[config.mk]
export PLATFORM = sky130hd
export DESIGN_NAME = fetch_stage
export DESIGN_NICKNAME = d
export VERILOG_FILES = /design/src/rtl/cpu_pkg.sv /design/src/rtl/fetch_queue.sv /design/src/rtl/fetch_stage.sv
export SDC_FILE = /design/constraint.sdc
export NUM_CORES = 1
export LEC_CHECK = 0
export ABC_AREA = 1
export BUFFER_PORTS_ARGS = -buffer_cell sky130_fd_sc_hd__buf_2
export CORE_ASPECT_RATIO = 1.2
export CORE_MARGIN = 4
export CORE_UTILIZATION = 50
export DETAILED_ROUTE_END_ITERATION = 8
export GPL_TIMING_DRIVEN = 1
export PLACE_DENSITY_LB_ADDON = 0.3
export SLEW_MARGIN = 25
export SYNTH_ARGS = -nofsm -noshare
export SYNTH_HDL_FRONTEND = slang
export SYNTH_SLANG_ARGS = --single-unit
[constraint.sdc]
create_clock -name clk -period 3.3 [get_ports clk]
set_clock_uncertainty 0.05 [all_clocks]
set_input_delay 0.495 -clock clk [delete_from_list [all_inputs] [get_ports clk]]
set_output_delay 0.495 -clock clk [all_outputs]
set_load 0.005 [all_outputs]
[src/rtl/cpu_pkg.sv]
// Shared types and constants for the instruction fetch path.
package cpu_pkg;

    localparam int INSTR_W = 16;
    localparam int PC_W    = 16;

    localparam logic [PC_W-1:0] PC_STEP      = 16'd2;
    localparam logic [PC_W-1:0] RESET_PC_DEF = 16'h0000;

    // One fetched instruction together with the address it came from.
    typedef struct packed {
        logic [PC_W-1:0]    pc;
        logic [INSTR_W-1:0] instr;
    } fetch_entry_t;

    // Instructions are halfword aligned, so the low address bit is always cleared.
    function automatic logic [PC_W-1:0] align_pc(input logic [PC_W-1:0] pc);
        return {pc[PC_W-1:1], 1'b0};
    endfunction

endpackage

[src/rtl/fetch_queue.sv]
// Small in-order queue of fetched entries with synchronous flush.
module fetch_queue
    import cpu_pkg::*;
#(
    parameter int DEPTH = 2
) (
    input  logic                       clk,
    input  logic                       rst_n,
    input  logic                       flush_i,
    input  logic                       push_i,
    input  logic                       pop_i,
    input  fetch_entry_t               push_data_i,
    output fetch_entry_t               head_o,
    output logic [$clog2(DEPTH):0]     count_o,
    output logic                       full_o
);

    localparam int PW = $clog2(DEPTH);
    localparam int CW = PW + 1;

    fetch_entry_t    mem_q [DEPTH];
    logic [PW-1:0]   wr_q, wr_d;
    logic [PW-1:0]   rd_q, rd_d;
    logic [CW-1:0]   cnt_q, cnt_d;
    logic            full_s;
    logic            empty_s;
    logic            do_push_s;
    logic            do_pop_s;

    assign full_s    = (cnt_q == CW'(DEPTH));
    assign empty_s   = (cnt_q == {CW{1'b0}});
    // A full queue may still accept a word when the head leaves in the same cycle.
    assign do_push_s = push_i & (~full_s | pop_i);
    assign do_pop_s  = pop_i & ~empty_s;

    // Next pointer and occupancy; a flush returns everything to the empty state.
    always_comb begin
        wr_d  = wr_q;
        rd_d  = rd_q;
        cnt_d = cnt_q;
        if (flush_i) begin
            wr_d  = {PW{1'b0}};
            rd_d  = {PW{1'b0}};
            cnt_d = {CW{1'b0}};
        end else begin
            if (do_push_s) begin
                wr_d = wr_q + PW'(1);
            end else begin
                wr_d = wr_q;
            end
            if (do_pop_s) begin
                rd_d = rd_q + PW'(1);
            end else begin
                rd_d = rd_q;
            end
            case ({do_push_s, do_pop_s})
                2'b10:   cnt_d = cnt_q + CW'(1);
                2'b01:   cnt_d = cnt_q - CW'(1);
                default: cnt_d = cnt_q;
            endcase
        end
    end

    // Pointer and occupancy registers.
    always_ff @(posedge clk or negedge rst_n) begin
        if (!rst_n) begin
            wr_q  <= {PW{1'b0}};
            rd_q  <= {PW{1'b0}};
            cnt_q <= {CW{1'b0}};
        end else begin
            wr_q  <= wr_d;
            rd_q  <= rd_d;
            cnt_q <= cnt_d;
        end
    end

    // Entry storage; cleared on reset so the head reads as zero afterwards.
    always_ff @(posedge clk or negedge rst_n) begin
        if (!rst_n) begin
            for (int i = 0; i < DEPTH; i++) begin
                mem_q[i] <= '0;
            end
        end else if (do_push_s & ~flush_i) begin
            mem_q[wr_q] <= push_data_i;
        end else begin
            mem_q <= mem_q;
        end
    end

    assign head_o  = mem_q[rd_q];
    assign count_o = cnt_q;
    assign full_o  = full_s;

endmodule

[src/rtl/fetch_stage.sv]
// Instruction fetch stage: owns the PC, queues ROM words and hands them to decode.
module fetch_stage
    import cpu_pkg::*;
#(
    parameter logic [15:0] RESET_PC = RESET_PC_DEF,
    parameter int          QDEPTH   = 2
) (
    input  logic          clk,
    input  logic          rst_n,
    input  logic          fetch_en,
    output logic [15:0]   imem_pc,
    input  logic [15:0]   imem_instr,
    input  logic          redirect_valid,
    input  logic [15:0]   redirect_pc,
    output logic          id_valid,
    input  logic          id_ready,
    output logic [15:0]   id_instr,
    output logic [15:0]   id_pc
);

    localparam int CW = $clog2(QDEPTH) + 1;

    logic [PC_W-1:0] pc_q, pc_d;
    logic            pop_s;
    logic            push_s;
    logic            full_s;
    logic [CW-1:0]   count_s;
    fetch_entry_t    head_s;
    fetch_entry_t    push_entry_s;

    assign id_valid     = (count_s != {CW{1'b0}});
    assign pop_s        = id_valid & id_ready;
    // A redirect squashes any fetch in the same cycle; its address is stale.
    assign push_s       = fetch_en & ~redirect_valid & (~full_s | pop_s);
    assign push_entry_s = '{pc: pc_q, instr: imem_instr};

    // Next PC: redirect wins, otherwise step only when a word was accepted.
    always_comb begin
        pc_d = pc_q;
        if (redirect_valid) begin
            pc_d = align_pc(redirect_pc);
        end else if (push_s) begin
            pc_d = pc_q + PC_STEP;
        end else begin
            pc_d = pc_q;
        end
    end

    // Program counter register.
    always_ff @(posedge clk or negedge rst_n) begin
        if (!rst_n) begin
            pc_q <= RESET_PC;
        end else begin
            pc_q <= pc_d;
        end
    end

    fetch_queue #(
        .DEPTH (QDEPTH)
    ) u_queue (
        .clk         (clk),
        .rst_n       (rst_n),
        .flush_i     (redirect_valid),
        .push_i      (push_s),
        .pop_i       (pop_s & ~redirect_valid),
        .push_data_i (push_entry_s),
        .head_o      (head_s),
        .count_o     (count_s),
        .full_o      (full_s)
    );

    assign imem_pc  = pc_q;
    assign id_instr = head_s.instr;
    assign id_pc    = head_s.pc;

endmodule

==> results of run 1 <==
state kept, by name (all words and copies together) (netlist names):
signal and flops:
u_queue.mem_q 62, u_queue.count_o 2, u_queue.wr_q 1, u_queue.rd_q 1
imem_pc 15
cell families (layout without fill, tap and decap cells):
logic type	Yosys count	in the layout	share of synthesized area [%]
other cells	1	2	0.0879
xor+xnor	6	6	1.23
buf+inv	73	149	9.33
flops	81	81	47.5
fa+ha+maj	1	1	0.293
simple gates	257	257	26.1
compound gates	82	82	15.4
cells in the final DEF, fill, tap and decap left out, drive strengths merged, types with 5 or more instances in the layout:
cell | synthesis | final
buf | 17 | 84
clkbuf | 7 | 9
clkinv | 0 | 5
dfrtp | 81 | 81
inv | 49 | 50
nand2 | 219 | 219
nand3 | 20 | 20
nor2 | 13 | 13
o21ai | 73 | 73
xor2 | 5 | 5
layer usage:
| metal | wire (microns) | vias to the layer above | global-route usage, % |
|---|---|---|---|
| li1 | - | 1717 | - |
| met1 | 4040 | 1555 | 26.0 |
| met2 | 4290 | 111 | 31.3 |
| met3 | 586 | 4 | 4.90 |
| met4 | 74 | 0 | 5.94 |
| met5 | 0 | - | 0 |
path summary, 6_finish.rpt:
check,startpoint,end
min in group clk,redirect_pc[14],imem_pc[14]
max in group asynchronous,rst_n,imem_pc[2]
worst max register to register,u_queue.count_o[0],u_queue.mem_q[36]
worst min-delay path,rst_n,u_queue.mem_q[37]
worst min register to register,u_queue.mem_q[17],u_queue.mem_q[17]
worst max-delay path,u_queue.rd_q,id_pc[6]
area by class of cell:
type | count | area (sq um) | share of cell area (%)
Clock buffer | 9 | 124 | 2.57
Clock inverter | 7 | 56.3 | 1.17
Inverter | 49 | 191 | 3.98
Multi-Input combinational cell | 348 | 1840 | 38.3
Sequential cell | 81 | 2030 | 42.1
Tap cell | 114 | 143 | 2.96
Timing Repair Buffer | 84 | 432 | 8.96
per-stage QoR:
stage / power (uW) / instance area (sq um)
6_report: 3250 / 4820
4_1_cts: 3290 / 4810
3_5_place_dp: 2630 / 4630
3_3_place_gp: 2580 / 4630
5_1_grt: 3520 / 4820
2_1_floorplan: 2260 / 4270
power groups by stage:
| stage | logic (uW) | registers (uW) | clock network (uW) |
|---|---|---|---|
| 6_report | 1090 | 1500 | 652 |
| 5_1_grt | 1250 | 1550 | 726 |
| 4_1_cts | 1110 | 1500 | 677 |
| 3_5_place_dp | 1110 | 1520 | 0 |
| 3_3_place_gp | 1070 | 1500 | 0 |
| 2_1_floorplan | 777 | 1480 | 0 |
==> qor_table.md, run 1 <==
| Step | Metric | Value |
| --- | --- | --- |
| floorplanning | IO Pins | 86 |
| routing | Routed wire length | 8990 microns |
| yosys | Gate count of the mapped netlist | 501 |
| power and ir drop | Reported net switching power | 1210 uW |
| critical path | Category of the worst setup path launch point | flip-flop |
| floorplanning | Initial Utilization | 52.0% |
| cts | Clock tree from TritonCTS | yes |
| power and ir drop | Cell internal power dissipation | 2040 uW |
| grt | Maximum number of pins on one net before global-route repair | 82 |
| sta | Slew at the pin with the worst max-slew slack | 0.726 ns |
| floorplanning | Area of the core | 8200 sq um |
| cells and area | Layout Cells excl Fill | 692 |
| power and ir drop | Portion of total power attributed to combinational logic | 33.6% |
| grt | Total global-route track usage | 19.4% |
| grt | Vias in the first global route | 3355 |
| critical path | Maximum net fanout on the critical path | 17 |
| place | Routability Congestion | 0.905 |
| cells and area | Post-Route Utilization | 58.7% |
| critical path | R2R cell count | 7 |
| cts | Post-CTS Hold Fix Bufs | 0 |
| sta | Post-route setup slack | 0.910 ns |
| cts | Setup bufs post-CTS | 0 |
| critical path | Crit path kind | flip-flop to output pin |
| cts | Number of buffers on the longest clock path | 2 |
| floorplanning | Overall die area | 10100 sq um |
| cells and area | Share of layout cells above drive strength 1 | 31.5% |
| floorplanning | Height of the die | 109 microns |
| yosys | Number of flops mapped to enable cells by yosys | 0 |
| place | Buffers on Ports | 82 |
| power and ir drop | Seq pwr share | 46.3% |
| place | Half-perimeter wire length after detailed placement | 6070 microns |
| sta | Total of endpoints with negative setup slack in the final report | 0 |
| yosys | Synth Cell Area | 4260 sq um |
| yosys | Synth unique cells | 30 |
| yosys | Main flop type after synthesis | dfrtp_1 |
| power and ir drop | Cell leakage power | 0.00258 uW |
| grt | Initial antenna violation count | 0 |
| hold path | Type of the tightest min-delay check | input port to async pin |
| place | Placed Cells incl. Taps | 676 |
| yosys | Fraction of registers with async set/reset | 100% |
| sta | Max-slew violations | 0 |
| yosys | Sequential fraction of the synthesis area | 47.5% |
| sta | Timing-limited maximum frequency | 418 MHz |
| cts | Clock transition at path regs | 0.09 ns |
| critical path | Cell type group with the largest total delay on the critical path | buffers and inverters |
| yosys | Synthesis-stage register bit count | 81 |
| floorplanning | Die outline width | 92.3 microns |
| yosys | Dominant cell by count in the synthesized netlist | nand2_1 |
| yosys | Mapped Avg Cell Area | 8.51 sq um |
| routing | Avg Vias per Cell | 4.89 |
| floorplanning | Number of rows in the core area | 36 |
| cells and area | Signed area change from the synthesized netlist to the final layout | 12.9% |
| power and ir drop | Fraction of power spent switching nets | 37.1% |
| flow run | Reported max-cap violation count | 0 |
| sta | Final worst-path cycle share | 72.4% |
| critical path | Setup slack on the worst flop-to-flop path | 1.71 ns |
| critical path | CP Cell Sequence | inv_1 -> buf_4 -> nand2_1 -> nand2_1 -> buf_2 |
| critical path | Delay of the slowest cell on the worst path | 0.45 ns |
| cts | Number of CTS-inserted buffers | 9 |
| critical path | Critical path arrival | 1.85 ns |
| critical path | Count of cell instances traversed by the critical path | 5 |
| critical path | Cell with the most instances on the worst path | nand2_1 |
| power and ir drop | Fraction of power consumed by the clock network | 20.1% |
| routing | Vias | 3387 |
| cts | CTS root buf | clkbuf_8 |
| critical path | Critical-path cell with the highest stage delay | inv_1 |
| power and ir drop | Power density over the cells | 674 nW/um^2 |
| cts | Maximum level of the CTS H-tree | 3 |
| routing | First-pass iteration count of the detailed router | 4 |
| sta | Sum of negative setup slack | 0 ns |
| routing | Antenna Nets Post-Route | 0 |
| sta | Max-Slew Margin vs Limit | 51.6% |
| yosys | Top cell type's share of synthesized area | 47.5% |
| cells and area | Number of nets in the layout | 611 |
| power and ir drop | Maximum VDD drop | 0.000270 V |
| yosys | Area leader, netlist | dfrtp_1 |
| sta | Worst hold slack | 0.139 ns |
| cts | Post_cts resized | 0 |
| cells and area | Antenna fix cells | 0 |
| yosys | Number of synthesis warnings | 0 |
| status | Result of the run | finished, final reports clean |
| place | Worst slack at placement | 1.25 ns |
| critical path | Required time worst endpoint | 2.75 ns |
| sta | RSZ-0062 raised after global routing | false |
| sta | Final hold violation count | 0 |
| critical path | Sum of buffers and inverters on the critical path | 3 |
| yosys | Commonest cells in the synthesized netlist | nand2_1 (207), dfrtp_1 (81), o21ai_2 (62) |
| cells and area | Number of filler cells placed in the layout | 782 |
| grt | Global-route wire length before repair | 15500 microns |
| yosys | Dominant cells by area after synthesis | dfrtp_1 (48%), nand2_1 (18%), o21ai_2 (13%), inv_1 (4.1%), buf_6 (3.7%) |
| critical path | Critical path endpoint category | output pin |
| cts | Clock Sink Count | 81 |
| grt | Aggregate global routing overflow | 0 |
| routing | Iteration-0 DRC Markers | 139 |
| routing | DR DRC count | 0 |
| routing | Average wire per standard cell | 13.0 microns |
| cts | Clock insertion delay at the later pin of the skew report | 0.35 ns |
| sta | Final min period | 2.39 ns |
(Power assumes the default switching activity.)
==> run 2: changes to the inputs <==
clock period = 1.95 ns   (was 3.3 ns; I/O delays follow)
==> qor_table.md, run 2 (same netlist as run 1, synthesis figures left out) <==
| Step | Metric | Value |
| --- | --- | --- |
| routing | Antenna Nets Post-Route | 0 |
| critical path | Worst setup startpoint | u_queue.rd_q |
| floorplanning | Overall die area | 10100 sq um |
| floorplanning | IO Pins | 86 |
| critical path | Crit path kind | flip-flop to output pin |
| sta | Max-Slew Margin vs Limit | 66.1% |
| hold path | Startpoint of the lowest-slack hold path | redirect_pc[8] |
| grt | Maximum number of pins on one net before global-route repair | 64 |
| critical path | Critical-path cell with the highest stage delay | dfrtp_1 |
| critical path | Critical path arrival | 1.44 ns |
| grt | Global-route wire length before repair | 15100 microns |
| critical path | Category of the worst setup path launch point | flip-flop |
| power and ir drop | Cell internal power dissipation | 3720 uW |
| floorplanning | Number of rows in the core area | 36 |
| hold path | Type of the tightest min-delay check | input port to flip-flop |
| hold path | Worst hold path endpoint | imem_pc[8] |
| sta | Max-slew violations | 0 |
| grt | Vias in the first global route | 3233 |
| flow run | Reported max-cap violation count | 0 |
| place | Buffers on Ports | 82 |
| power and ir drop | Fraction of power consumed by the clock network | 22.9% |
| cells and area | Total non-filler cell area in the finished layout | 4890 sq um |
| power and ir drop | Portion of total power attributed to combinational logic | 32.5% |
| floorplanning | Height of the die | 109 microns |
| power and ir drop | Maximum VDD drop | 0.000455 V |
| critical path | CP Cell Sequence | inv_1 -> buf_12 -> nand2_1 -> nand2_1 -> buf_2 |
| routing | DR DRC count | 0 |
| cts | Number of buffers on the longest clock path | 2 |
| place | Half-perimeter wire length after detailed placement | 5940 microns |
| floorplanning | Initial Utilization | 52.0% |
| cts | Clock Sink Count | 81 |
| cts | Clock transition at path regs | 0.08 ns |
| critical path | Setup slack on the worst flop-to-flop path | 0.38 ns |
| routing | Routed wire length | 8710 microns |
| critical path | Worst flop-to-flop path endpoint | u_queue.wr_q |
| place | Placed Instance Area | 4670 sq um |
| status | Result of the run | finished, final reports clean |
| cells and area | Number of nets in the layout | 614 |
| cells and area | Signed area change from the synthesized netlist to the final layout | 14.7% |
| cts | Clock insertion delay at the later pin of the skew report | 0.34 ns |
| cells and area | Sequential standard cell area | 2030 sq um |
| cells and area | Flip-flop count of the largest register, all copies and words added | 62 |
| sta | Timing-limited maximum frequency | 561 MHz |
| cts | Maximum level of the CTS H-tree | 3 |
| critical path | Cell with the most instances on the worst path | nand2_1 |
| sta | Total of endpoints with negative setup slack in the final report | 0 |
| cts | Setup bufs post-CTS | 0 |
| hold path | Worst hold stages | 3 |
| routing | First-pass iteration count of the detailed router | 4 |
| floorplanning | Die outline width | 92.3 microns |
| critical path | Cell type group with the largest total delay on the critical path | buffers and inverters |
| routing | Vias | 3392 |
| sta | Final worst-path cycle share | 91.3% |
| critical path | Maximum net fanout on the critical path | 26 |
| power and ir drop | Seq pwr share | 44.6% |
| sta | Final min period | 1.78 ns |
| grt | Total global-route track usage | 18.7% |
| sta | Slew at the pin with the worst max-slew slack | 0.508 ns |
| power and ir drop | Reported net switching power | 1980 uW |
| power and ir drop | Power density over the cells | 1160 nW/um^2 |
| critical path | Beginning of the worst register-to-register path | u_queue.count_o[0] |
| cells and area | Number of filler cells placed in the layout | 768 |
| routing | Avg Vias per Cell | 4.89 |
| cells and area | Most frequent standard cell in the layout excluding fill and tap cells | nand2_1 |
| routing | Average wire per standard cell | 12.6 microns |
| grt | Aggregate global routing overflow | 0 |
| critical path | Sum of buffers and inverters on the critical path | 3 |
| critical path | Required time worst endpoint | 1.61 ns |
| cells and area | Top library cells by usage in the layout, fill and taps aside | nand2_1 (207), dfrtp_1 (81), buf_2 (81), o21ai_2 (62), inv_1 (47) |
| cells and area | Area taken by multi-input logic gates | 1840 sq um |
| cells and area | Antenna fix cells | 0 |
| critical path | Critical path endpoint category | output pin |
| floorplanning | Area of the core | 8200 sq um |
| cts | Number of CTS-inserted buffers | 9 |
| power and ir drop | Cell leakage power | 0.00262 uW |
| power and ir drop | Fraction of power spent switching nets | 34.8% |
| grt | Initial antenna violation count | 0 |
| cts | CTS root buf | clkbuf_8 |
| place | Routability Congestion | 0.872 |
| critical path | Delay of the slowest cell on the worst path | 0.38 ns |
| cells and area | Share of layout cells above drive strength 1 | 31.4% |
| sta | RSZ-0062 raised after global routing | false |
| cts | Clock tree from TritonCTS | yes |
| sta | Sum of negative setup slack | 0 ns |
| cells and area | Biggest register | u_queue.mem_q |
| critical path | R2R cell count | 6 |
| sta | Final hold violation count | 0 |
| routing | Iteration-0 DRC Markers | 181 |
## run 2: stage by stage
step | total power (uW) | utilization (%) | hold WS, ns | std cells | setup slack [ns]
floorplan | 3820 | - | -0.0531 | 502 | 0.615
global placement | 4380 | 57.0 | 0.220 | 678 | 0.386
detailed placement | 4450 | 57.0 | 0.223 | 678 | 0.372
CTS | 5770 | 59.7 | 0.0968 | 694 | 0.128
global route | 6150 | 59.7 | 0.0973 | 694 | 0.00869
finish | 5700 | 59.7 | 0.111 | 694 | 0.169
## run 2: per-layer routing
metal  part of all wire (%)  track usage [%]  vias up
met5                      0                0        -
met4                    1.5             7.22        0
met3                    5.5             2.76        8
met2                     46             29.4      103
met1                     47             26.2     1559
li1                       -                -     1722
## run 2: repair_timing
action                                 CTS  global route
resized for setup                        0             0
endpoints found under the hold margin   34             0
hold buffers                             1             0
## run 2: power groups by stage
stage	logic [uW]	registers (uW)	clock network [uW]
finish	1850	2540	1310
floorplan	1310	2510	0
global route	2120	2610	1410
CTS	1890	2540	1340
detailed placement	1890	2570	0
global placement	1830	2540	0
## run 2: final cells by class
type	instances	area share [%]
Multi-Input combinational cell	348	37.7
Timing Repair Buffer	87	9.77
Tap cell	114	2.92
Sequential cell	81	41.4
Clock buffer	10	2.61
Inverter	49	3.91
Clock inverter	5	1.66
## run 2: worst min-delay path, delay by kind of cell
family | cells | cell delay (ns)
buf+inv | 1 | 0.07
simple gates | 2 | 0.10
## run 2: worst max path at each step
stage / depth (start not counted) / endpoint
floorplan: 8 / imem_pc[15]
global placement: 7 / u_queue.wr_q
detailed placement: 7 / u_queue.wr_q
CTS: 5 / id_pc[14]
global route: 5 / id_pc[4]
finish: 5 / id_pc[4]
==> run 3: changes to the inputs <==
==> constraint.sdc (replaced) <==
create_clock -name clk -period 1.95 [get_ports clk]
set_clock_uncertainty 0.05 [all_clocks]
set_input_delay 0.195 -clock clk [delete_from_list [all_inputs] [get_ports clk]]
set_output_delay 0.195 -clock clk [all_outputs]
set_load 0.005 [all_outputs]
==> qor_table.md, run 3 (same netlist as run 1, synthesis figures left out) <==
| Step | Metric | Value |
| --- | --- | --- |
| status | Result of the run | finished, final reports clean |
| power and ir drop | Reported net switching power | 1960 uW |
| sta | Final hold violation count | 0 |
| critical path | R2R cell count | 7 |
| floorplanning | Number of rows in the core area | 36 |
| routing | Routed wire length | 8800 microns |
| hold path | Worst hold stages | 3 |
| place | Routability Congestion | 0.870 |
| sta | Sum of negative setup slack | 0 ns |
| sta | RSZ-0062 raised after global routing | false |
| floorplanning | IO Pins | 86 |
| cells and area | Top library cells by usage in the layout, fill and taps aside | nand2_1 (207), dfrtp_1 (81), buf_2 (81), o21ai_2 (62), inv_1 (47) |
| cells and area | Number of nets in the layout | 620 |
| power and ir drop | Power density over the cells | 1120 nW/um^2 |
| floorplanning | Height of the die | 109 microns |
| floorplanning | Area of the core | 8200 sq um |
| power and ir drop | Seq pwr share | 46.5% |
| grt | Initial antenna violation count | 0 |
| cts | Clock tree from TritonCTS | yes |
| critical path | Beginning of the worst register-to-register path | u_queue.count_o[0] |
| routing | First-pass iteration count of the detailed router | 4 |
| cells and area | Signed area change from the synthesized netlist to the final layout | 14.9% |
| cells and area | Share of layout cells above drive strength 1 | 31.2% |
| grt | Global-route wire length before repair | 15100 microns |
| routing | Vias | 3372 |
| routing | Antenna Nets Post-Route | 0 |
| power and ir drop | Fraction of power spent switching nets | 35.7% |
| power and ir drop | Maximum VDD drop | 0.000415 V |
| sta | Max-slew violations | 0 |
| place | Buffers on Ports | 82 |
| cts | CTS root buf | clkbuf_8 |
| hold path | Worst hold path endpoint | imem_pc[12] |
| cts | Number of CTS-inserted buffers | 9 |
| grt | Vias in the first global route | 3301 |
| floorplanning | Die outline width | 92.3 microns |
| routing | Avg Vias per Cell | 4.81 |
| critical path | Maximum net fanout on the critical path | 24 |
| cells and area | Flip-flop count of the largest register, all copies and words added | 62 |
| floorplanning | Overall die area | 10100 sq um |
| cts | Number of buffers on the longest clock path | 2 |
| power and ir drop | Cell internal power dissipation | 3530 uW |
| cts | Maximum level of the CTS H-tree | 3 |
| power and ir drop | PnR Total Power | 5490 uW |
| hold path | Type of the tightest min-delay check | input port to flip-flop |
| floorplanning | Initial Utilization | 52.0% |
| sta | Total of endpoints with negative setup slack in the final report | 0 |
| critical path | Setup slack on the worst flop-to-flop path | 0.37 ns |
| power and ir drop | Fraction of power consumed by the clock network | 20.0% |
| cells and area | Biggest register | u_queue.mem_q |
| cts | Clock Sink Count | 81 |
| sta | Slew at the pin with the worst max-slew slack | 0.521 ns |
| sta | Timing-limited maximum frequency | 562 MHz |
| hold path | Startpoint of the lowest-slack hold path | redirect_pc[12] |
| power and ir drop | Cell leakage power | 0.00263 uW |
| cts | Setup bufs post-CTS | 0 |
| sta | Worst hold slack | 0.0190 ns |
| cts | Post_cts resized | 0 |
| cts | Clock insertion delay at the later pin of the skew report | 0.35 ns |
| cells and area | Antenna fix cells | 0 |
| sta | Max-Slew Margin vs Limit | 65.3% |
| grt | Total global-route track usage | 18.8% |
| sta | Final min period | 1.78 ns |
| power and ir drop | Portion of total power attributed to combinational logic | 33.5% |
| cts | Clock transition at path regs | 0.08 ns |
| critical path | Crit path kind | flip-flop to output pin |
| critical path | Critical path arrival | 1.54 ns |
| critical path | Critical path endpoint category | output pin |
| place | Half-perimeter wire length after detailed placement | 6010 microns |
| flow run | Reported max-cap violation count | 0 |
| routing | DR DRC count | 0 |
| critical path | Category of the worst setup path launch point | flip-flop |
| critical path | Worst flop-to-flop path endpoint | u_queue.mem_q[33] |
| cells and area | Most frequent standard cell in the layout excluding fill and tap cells | nand2_1 |
| critical path | Required time worst endpoint | 1.70 ns |
| routing | Average wire per standard cell | 12.6 microns |
| grt | Aggregate global routing overflow | 0 |
| routing | Iteration-0 DRC Markers | 156 |
| sta | Final worst-path cycle share | 91.3% |
| grt | Maximum number of pins on one net before global-route repair | 64 |
==> run 3: cell types whose count changed in the layout (fill, tap and decap cells not counted) <==
cell / change
clkinvlp_4: -1
dlygate4sd3_1: +5
bufinv_16: -2
buf_12: -1
clkinv_2: +2
clkinv_4: -1
clkbuf_8: +2
clkbuf_1: +1
buf_4: +2
==> run 3: metrics by stage <==
step / area [sq um] / cells / util, % / worst slack, ns
CTS: 4900 / 701 / 59.8 / 0.144
global route: 4900 / 701 / 59.8 / 0.0225
finish: 4900 / 701 / 59.8 / 0.169
detailed placement: 4670 / 679 / 56.9 / 0.386
global placement: 4670 / 679 / 56.9 / 0.397
floorplan: 4270 / 502 / - / 0.615
==> run 3: layout make-up <==
| cell class | count | area [sq um] |
|---|---|---|
| Timing Repair Buffer | 93 | 523 |
| Fill cell | 804 | 3300 |
| Clock inverter | 3 | 15.0 |
| Multi-Input combinational cell | 348 | 1840 |
| Tap cell | 114 | 143 |
| Sequential cell | 81 | 2030 |
| Clock buffer | 13 | 159 |
| Inverter | 49 | 191 |
==> run 3: how the worst max path moves through the flow <==
stage                   endpoint  slack [ns]                from
floorplan            imem_pc[15]        0.61          imem_pc[2]
global placement    u_queue.wr_q        0.40  u_queue.count_o[0]
detailed placement  u_queue.wr_q        0.39  u_queue.count_o[0]
CTS                     id_pc[4]        0.14        u_queue.rd_q
global route            id_pc[4]        0.02        u_queue.rd_q
finish                  id_pc[4]        0.17        u_queue.rd_q
==> run 3: worst max-delay path, cell delays in order, from the launching register on <==
cell     delay, ns
dfrtp_1       0.52
buf_4         0.35
nand2_1       0.08
nand2_1       0.10
buf_2         0.12
==> run 3: layer usage <==
metal / wire length (microns) / global-route usage, % / part of all wire, %
met1: 4100 / 24.4 / 47
met2: 4130 / 31.3 / 47
met3: 451 / 3.59 / 5.1
met4: 122 / 7.64 / 1.4
met5: 0 / 0 / 0
==> run 3: power by group through the flow <==
stage               clock, uW  sequential [uW]  combinational, uW
floorplan                   0             2510               1310
global route             1200             2620               2110
finish                   1100             2550               1840
global placement            0             2550               1810
detailed placement          0             2580               1860
CTS                      1130             2550               1870
==> run 3: timing repair <==
item	in CTS	in global routing
hold buffers	6	0
setup endpoints to repair	0	0
endpoints found under the hold margin	40	0
